`config.mk`:
```
export PLATFORM = sky130hd
export DESIGN_NAME = tsc_control_sequencer
export DESIGN_NICKNAME = d
export VERILOG_FILES = /design/src/rtl/tsc_control_sequencer.sv
export SDC_FILE = /design/constraint.sdc
export NUM_CORES = 1
export LEC_CHECK = 0
export CAP_MARGIN = 5
export CORE_UTILIZATION = 49
export DETAILED_ROUTE_END_ITERATION = 12
export GPL_TIMING_DRIVEN = 0
export HOLD_SLACK_MARGIN = 0.1
export PLACE_DENSITY = 0.82
export SETUP_SLACK_MARGIN = 0.4
export SLEW_MARGIN = 10
export SYNTH_ARGS = -nofsm -noshare
export SYNTH_HDL_FRONTEND = slang
export SYNTH_SLANG_ARGS = --single-unit
```
`constraint.sdc`:
```
create_clock -name clk -period 5.22 [get_ports clk]
set_input_delay 1.044 -clock clk [delete_from_list [all_inputs] [get_ports clk]]
set_output_delay 1.044 -clock clk [all_outputs]
set_load 0.005 [all_outputs]
```
`src/rtl/tsc_control_sequencer.sv`:
```
// Multi-cycle fetch/execute sequencer for the TSC datapath: owns PC, IR and the retired-instruction count.
// Latency: at least 2 cycles per instruction (FETCH + EXEC); IDLE adds one cycle after reset.
// Backpressure: FETCH holds readM/address until inputReady is sampled high; HALT stalls until reset.
//
// Ports:
//   clk, reset_n             clock (rising edge) and asynchronous active-low reset
//   readM, address           memory read request and fetch address (PC), valid in FETCH only
//   data, inputReady         memory read data and its valid strobe, sampled in FETCH only
//   instruction              latched IR, used by the datapath for field parsing
//   RegDst, RegWrite, ALUSrc, ALUOp, Jump, isWWD
//                            datapath controls, nonzero only in EXEC
//   num_inst                 retired-instruction count
//   halted, illegal          HLT reached / undefined instruction retired as NOP (one-cycle pulse)
module tsc_control_sequencer #(
   parameter int                   WORD_SIZE = 16,
   parameter logic [WORD_SIZE-1:0] PC_RESET  = '0
) (
   input  logic                 clk,
   input  logic                 reset_n,
   output logic                 readM,
   output logic [WORD_SIZE-1:0] address,
   input  logic [WORD_SIZE-1:0] data,
   input  logic                 inputReady,
   output logic [WORD_SIZE-1:0] instruction,
   output logic                 RegDst,
   output logic                 RegWrite,
   output logic                 ALUSrc,
   output logic [3:0]           ALUOp,
   output logic                 Jump,
   output logic                 isWWD,
   output logic [WORD_SIZE-1:0] num_inst,
   output logic                 halted,
   output logic                 illegal
);

   typedef enum logic [1:0] {
      S_IDLE,
      S_FETCH,
      S_EXEC,
      S_HALT
   } state_e;

   localparam logic [3:0] OP_ADI = 4'd4;
   localparam logic [3:0] OP_ORI = 4'd5;
   localparam logic [3:0] OP_LHI = 4'd6;
   localparam logic [3:0] OP_JMP = 4'd9;
   localparam logic [3:0] OP_R   = 4'd15;
   localparam logic [5:0] FN_WWD = 6'd28;
   localparam logic [5:0] FN_HLT = 6'd29;

   state_e               state_q, state_d;
   logic [WORD_SIZE-1:0] pc_q, pc_d;
   logic [WORD_SIZE-1:0] ir_q, ir_d;
   logic [WORD_SIZE-1:0] num_q, num_d;

   logic [3:0] opcode;
   logic [5:0] func;

   assign opcode      = ir_q[15:12];
   assign func        = ir_q[5:0];
   assign instruction = ir_q;
   assign num_inst    = num_q;

   always_ff @(posedge clk or negedge reset_n) begin
      if (!reset_n) begin
         state_q <= S_IDLE;
         pc_q    <= PC_RESET;
         ir_q    <= '0;
         num_q   <= '0;
      end else begin
         state_q <= state_d;
         pc_q    <= pc_d;
         ir_q    <= ir_d;
         num_q   <= num_d;
      end
   end

   // All controls are decoded from the registered state and IR, so an
   // asynchronous reset forces them low immediately (no RF write can complete).
   always_comb begin
      state_d  = state_q;
      pc_d     = pc_q;
      ir_d     = ir_q;
      num_d    = num_q;
      readM    = 1'b0;
      address  = '0;
      RegDst   = 1'b0;
      RegWrite = 1'b0;
      ALUSrc   = 1'b0;
      ALUOp    = 4'd0;
      Jump     = 1'b0;
      isWWD    = 1'b0;
      halted   = 1'b0;
      illegal  = 1'b0;

      case (state_q)
         S_IDLE: begin
            state_d = S_FETCH;
         end

         S_FETCH: begin
            readM   = 1'b1;
            address = pc_q;
            if (inputReady) begin
               ir_d    = data;
               state_d = S_EXEC;
            end
         end

         S_EXEC: begin
            num_d   = num_q + WORD_SIZE'(1);
            pc_d    = pc_q + WORD_SIZE'(1);
            state_d = S_FETCH;
            case (opcode)
               OP_ADI: begin
                  RegWrite = 1'b1;
                  ALUSrc   = 1'b1;
                  ALUOp    = 4'd0;
               end
               OP_ORI: begin
                  RegWrite = 1'b1;
                  ALUSrc   = 1'b1;
                  ALUOp    = 4'd3;
               end
               OP_LHI: begin
                  RegWrite = 1'b1;
                  ALUSrc   = 1'b1;
                  ALUOp    = 4'd8;
               end
               OP_JMP: begin
                  Jump = 1'b1;
                  // Jump stays within the current 4K page.
                  pc_d = {pc_q[WORD_SIZE-1:12], ir_q[11:0]};
               end
               OP_R: begin
                  if (func < 6'd8) begin
                     RegWrite = 1'b1;
                     RegDst   = 1'b1;
                     ALUOp    = func[3:0];
                  end else if (func == FN_WWD) begin
                     isWWD = 1'b1;
                  end else if (func == FN_HLT) begin
                     state_d = S_HALT;
                  end else begin
                     illegal = 1'b1;
                  end
               end
               default: begin
                  illegal = 1'b1;
               end
            endcase
         end

         S_HALT: begin
            halted = 1'b1;
         end

         default: begin
            state_d = S_IDLE;
         end
      endcase
   end

endmodule

```
==> impl_metrics.toml, run 1 <==
[global_routing]
grt_pass1_wl_um = 10600
track_usage_pct = 22.6
grt_pass1_vias = 2282
overflow = 0
grt_max_degree = 27
antenna_found_initial = 0

[detailed_routing]
drt_first_pass_iters = 4
detail_route.vias_per_cell = 5.50
finalWirelength_um = 6150
drc = 0
ant_nets = 0
vias = 2317
wl_per_cell_um = 14.6
drtIter0Drc = 97

[clock_network]
clk_pin_slew_ps = 90
cts_buffer_depth = 2
clockRootBuffer = "clkbuf_8"
clock_latency_ps = 290
cts_tree = "built"
htreeDepth = 2
cts_setup_buffers = 0
cts_made_buffers = 5
hold_buffers = 0
clock-sinks = 50
cts_resized = 0

[die]
row_count = 26
die_h_um = 76.0
core-area_um2 = 5170
start_util_pct = 51.8
die_w_um = 76.0
ios = 79
die_area_um2 = 5770

[synth]
synth_ff_type = "dfrtp_1"
synthAdderAreaFrac_pct = 3.27
synth_top_family_by_area = "simple AND/OR/NAND/NOR gates"
synthesis.nets = 290
ys_seq_area_share_pct = 46.7
synth_xor_area_share_pct = 6.53
synth_compound_area_share_pct = 10.1
synth_warnings = 0
syn_inst = 264
synth_edf_count = 0
synthMuxAreaShare_pct = 7.93
postSynthAreaPerCell_um2 = 10.2
synthDistinctLibCells = 40
synth_area_um2 = 2680
ys_ff_latch = 50
yosys.area_share.simple_pct = 22.3
async_reset_ff_share_pct = 100

[critical_path]
worst-path-stages = 7
reg2reg_slack_ps = 3300
cp-end-kind = "primary output"
critPathMaxStageDelay_ps = 530
crit_fanout = 10
crit_end = "illegal"
path_class = "reg2out"
path_buf_inv = 4
required_ps = 4180
r2r_cells = 6
crit_family = "buffers and inverters"
cp-start-kind = "flop"
critPathArrivalTime_ps = 2560
path_cells = "inv_1 -> ha_1 -> buf_4 -> clkbuf_1 -> o21ai_0 -> a21oi_1 -> clkdlybuf4s50_1"
reg2reg_to = "instruction[11]"
reg2reg_from = "state_q[1]"
crit_start = "state_q[0]"
slowest_stage = "clkdlybuf4s50_1"

[power_and_ir_drop]
powerDensity_nw_per_um2 = 174
p_clk_share_pct = 35.9
p_seq_share_pct = 60.7
p_sw_share_pct = 20.5
share_comb_of_total_power_pct = 3.5
ir_drop_v = 0.000192
internal-power_mw = 0.507
power_mw = 0.638
p_sw_mw = 0.131
leakagePower_nw = 1.58

[sta]
setup_viol = 0
fin_crit_sh_pct = 69.1
worst_slack_ps = 1610
layout_min_cycle_time_ps = 3610
final.setup_skew_ps = 4.00
rsz0062_at_grt = "false"
fin_hold_ws_ps = 466
fin_setup_tns_ps = 0
tightestPinTransition_ps = 589
fmax_ghz = 0.277
hold_viol = 0
slew_headroom_pct = 60.7
slew_viol_final = 0

[cells_and_area]
multiInputGateArea_um2 = 1340
synthToLayoutAreaGrowth_pct = 36.4
drive_above_1_share_pct = 12.8
seqCellArea_um2 = 1250
fillers = 411
final_area_um2 = 3660
final_common_cell = "clkdlybuf4s50_1"
final_net_count = 376
antenna_cells = 0
mostFrequentLayoutCells = "clkdlybuf4s50_1 (77), dfrtp_1 (50), a21oi_1 (20)"

[outcome]
status = "completed"

[placement]
placed_cell_area_um2 = 3560
hpwl_um = 4540
place_congestion = 0.820
numPortBuffers = 78
dpl_worst_slack_ps = 1960

[flow_run]
max-cap-violations = 0

[min_path]
hold_path_class = "reg2reg"
[registers in the layout, indices dropped and copies added (netlist names)]
signal / count
instruction: 16
num_inst: 16
pc_q: 16
state_q: 2
[Yosys cell counts, types with 2 or more instances]
master	count	area [um^2]
nor3_1	6	30.0
a31oi_1	2	12.5
buf_2	7	35.0
o21ai_0	8	40.0
a2bb2oi_1	2	17.5
xnor2_1	12	105
a21oi_1	20	100
inv_1	6	22.5
o21a_1	2	15.0
nand4_1	7	43.8
and4_1	4	35.0
nand2b_1	3	18.8
and3_1	2	12.5
xor2_1	8	70.1
ha_1	7	87.6
and2_1	19	119
nand4b_1	2	17.5
nor2_1	19	71.3
nand3_1	13	65.1
nor3_2	2	20.0
nand2_1	17	63.8
o22ai_1	6	37.5
nor4b_1	2	17.5
buf_4	2	15.0
mux2_2	18	203
clkbuf_1	4	15.0
dfrtp_1	50	1250
nand3_2	2	20.0
[logic make-up (layout without fill, tap and decap cells)]
| logic type | Yosys count | after routing |
|---|---|---|
| DFF | 50 | 50 |
| adders and majority gates | 7 | 7 |
| xor gates and xnor gates | 20 | 20 |
| and+or+nand+nor | 104 | 104 |
| buffers and inverters | 19 | 106 |
| muxes | 19 | 19 |
| AOI/OAI and AO/OA | 45 | 45 |
[worst min path at each step]
stage,start,endpoint,slack (ps),cells after the start
final,pc_q[15],pc_q[15],470,1
after global routing,pc_q[15],pc_q[15],480,1
after CTS,pc_q[15],pc_q[15],470,1
after detailed placement,pc_q[15],pc_q[15],460,1
after global placement,pc_q[15],pc_q[15],450,1
after floorplan,pc_q[15],pc_q[15],440,1
[power groups by stage]
stage | sequential [mW] | clock [mW] | combinational, mW
floorplan | 0.395 | 0 | 0.000273
global placement | 0.395 | 0 | 0.0210
detailed placement | 0.395 | 0 | 0.0227
CTS | 0.387 | 0.233 | 0.0228
global route | 0.387 | 0.249 | 0.0248
finish | 0.387 | 0.229 | 0.0220
[worst reg2reg max path, stage by stage, from the launching register on]
cell     delay (ps)
dfrtp_1         420
inv_1            90
ha_1            190
buf_2           180
nand2_1         250
buf_2           310
mux2_2          370
[layout make-up]
class	count	share of cell area, %
Inverter	6	0.616
Clock buffer	7	2.36
Tap cell	70	2.40
Buffer	13	1.78
Multi-Input combinational cell	195	36.7
Timing Repair Buffer	79	21.8
Sequential cell	50	34.2
Clock inverter	1	0.137
[through the flow]
| step | utilization, % | cells |
|---|---|---|
| 2_1_floorplan | - | 264 |
| 3_3_place_gp | 68.6 | 412 |
| 3_5_place_dp | 68.9 | 413 |
| 4_1_cts | 70.7 | 421 |
| 5_1_grt | 70.7 | 421 |
| 6_report | 70.7 | 421 |
[metal layers]
metal  vias up  share of wire, %  track usage (%)
met2        99                49             37.7
met4         0              0.18             6.15
met3         2               7.1             4.79
met5         -                 0                0
met1      1109                44             29.8
li1       1107                 -                -
Note: power is estimated with default switching activity, not from simulation.
==> run 2: changes to the inputs <==
- CORE_UTILIZATION: 49 -> 47
- PLACE_DENSITY: 0.82 -> 0.8
- clock period: 5.22 -> 3.61 ns (I/O delays scaled with it)
==> run 2 against run 1 <==
  * Combinational power grew 47%
  * Largest power group unchanged
  * Cell count increased by 0.24%
  * Clock skew up 5.7 ps
  * Final area grew 0.24%
  * Critical endpoint unchanged
  * Critical path depth stayed put
  * Largest cell class unchanged
  * Sequential share of layout area about the same
  * Via count shrank 1.5%
==> impl_metrics.toml, run 2 (synthesized netlist as in run 1, its figures left out) <==
[global_routing]
overflow = 0
antenna_found_initial = 0
grt_pass1_vias = 2240
grt_pass1_wl_um = 10300
grt_max_degree = 35
track_usage_pct = 21.5

[detailed_routing]
wl_met3_um = 329
drtIter0Drc = 108
met1_length_um = 2660
vias = 2282
finalWirelength_um = 6000
detail_route.vias_per_cell = 5.41
met2_wirelength_um = 2980
drt_first_pass_iters = 5
ant_nets = 0
drc = 0
wl_per_cell_um = 14.2
dr.max_layer_used = "met4"

[critical_path]
path_class = "reg2out"
crit_fanout = 10
cp-end-kind = "primary output"
critPathArrivalTime_ps = 2310
cp-start-kind = "flop"
required_ps = 2890
reg2reg_from = "state_q[1]"
crit_start = "state_q[0]"

[clock_network]
hold_buffers = 0
clock-sinks = 50
cts_buffer_depth = 2
cts_made_buffers = 5
htreeDepth = 2
clk_pin_slew_ps = 90
clock_latency_ps = 300
cts_tree = "built"
clockRootBuffer = "clkbuf_8"

[sta]
hold_viol = 0
slew_headroom_pct = 69.7
fmax_ghz = 0.329
layout_min_cycle_time_ps = 3040
fin_setup_tns_ps = 0
tightestPinTransition_ps = 448
setup_viol = 0
fin_hold_ws_ps = 337
final.setup_skew_ps = 9.65
rsz0062_at_grt = "false"
fin_crit_sh_pct = 84.1
slew_viol_final = 0

[die]
core-area_um2 = 5510
die_h_um = 77.5
ios = 79
die_w_um = 77.5
start_util_pct = 48.7
row_count = 27
die_area_um2 = 6010

[cells_and_area]
synthToLayoutAreaGrowth_pct = 36.7
fillers = 457
final_common_cell = "clkdlybuf4s50_1"
mostFrequentLayoutCells = "clkdlybuf4s50_1 (77), dfrtp_1 (49), a21oi_1 (20)"
antenna_cells = 0
final_net_count = 376
drive_above_1_share_pct = 13.4

[placement]
hpwl_um = 4480
place_congestion = 0.838
numPortBuffers = 78

[power_and_ir_drop]
leakagePower_nw = 1.57
powerDensity_nw_per_um2 = 248
ir_drop_v = 0.000201

[outcome]
status = "completed"

[flow_run]
max-cap-violations = 0

[min_path]
hold_path_class = "in2async"
[run 2: through the flow]
stage                     instance area [um^2]  util, %  setup WS, ps  std cells  total power, mW
after floorplan                           2680        -          1530        264            0.571
after global placement                    3550     64.5           362        414            0.601
after detailed placement                  3570     64.8           632        415            0.604
after CTS                                 3650     66.3           478        422            0.914
after global routing                      3660     66.6           435        422            0.942
final                                     3660     66.6           573        422            0.908
[run 2: what timing repair did]
action,in CTS,in global routing
setup buffers,0,0
endpoints found under the setup margin,1,2
gates resized for setup,1,4
[run 2: final cells by class]
cell class	count	area [um^2]	share of cell area, %
timing repair buffer	79	796	21.7
tap	72	90.1	2.46
multi-input combinational	195	1350	36.9
sequential	50	1250	34.2
inverter	6	22.5	0.615
buffer	13	70.1	1.91
clock inverter	1	7.51	0.205
clock buffer	6	72.6	1.98
[run 2: worst paths after layout]
kind	cells after the start	to	slack [ps]
max	7	illegal	570
min	1	num_inst[4]	340
max reg2reg	6	instruction[9]	1690
min reg2reg	1	pc_q[15]	460
max in group asynchronous	2	pc_q[5]	2750
min in group clk	1	pc_q[15]	460
[run 2: worst max-delay path: stages, from the launching register on]
cell,delay (ps)
dfrtp_2,460
inv_1,70
ha_2,210
buf_6,160
clkbuf_2,270
o21ai_0,140
a21oi_1,180
clkdlybuf4s50_1,530
[run 2: metal layers]
| metal | vias up | global-route usage [%] |
|---|---|---|
| li1 | 1106 | - |
| met1 | 1086 | 26.8 |
| met2 | 85 | 38.2 |
| met3 | 5 | 4.82 |
| met4 | 0 | 3.77 |
| met5 | - | 0 |
[run 2: power by group]
group | internal, mW | total, mW | switching, mW
sequential | 0.559 | 0.559 | 0
combinational | 0.0186 | 0.0323 | 0.0136
clock | 0.133 | 0.317 | 0.183
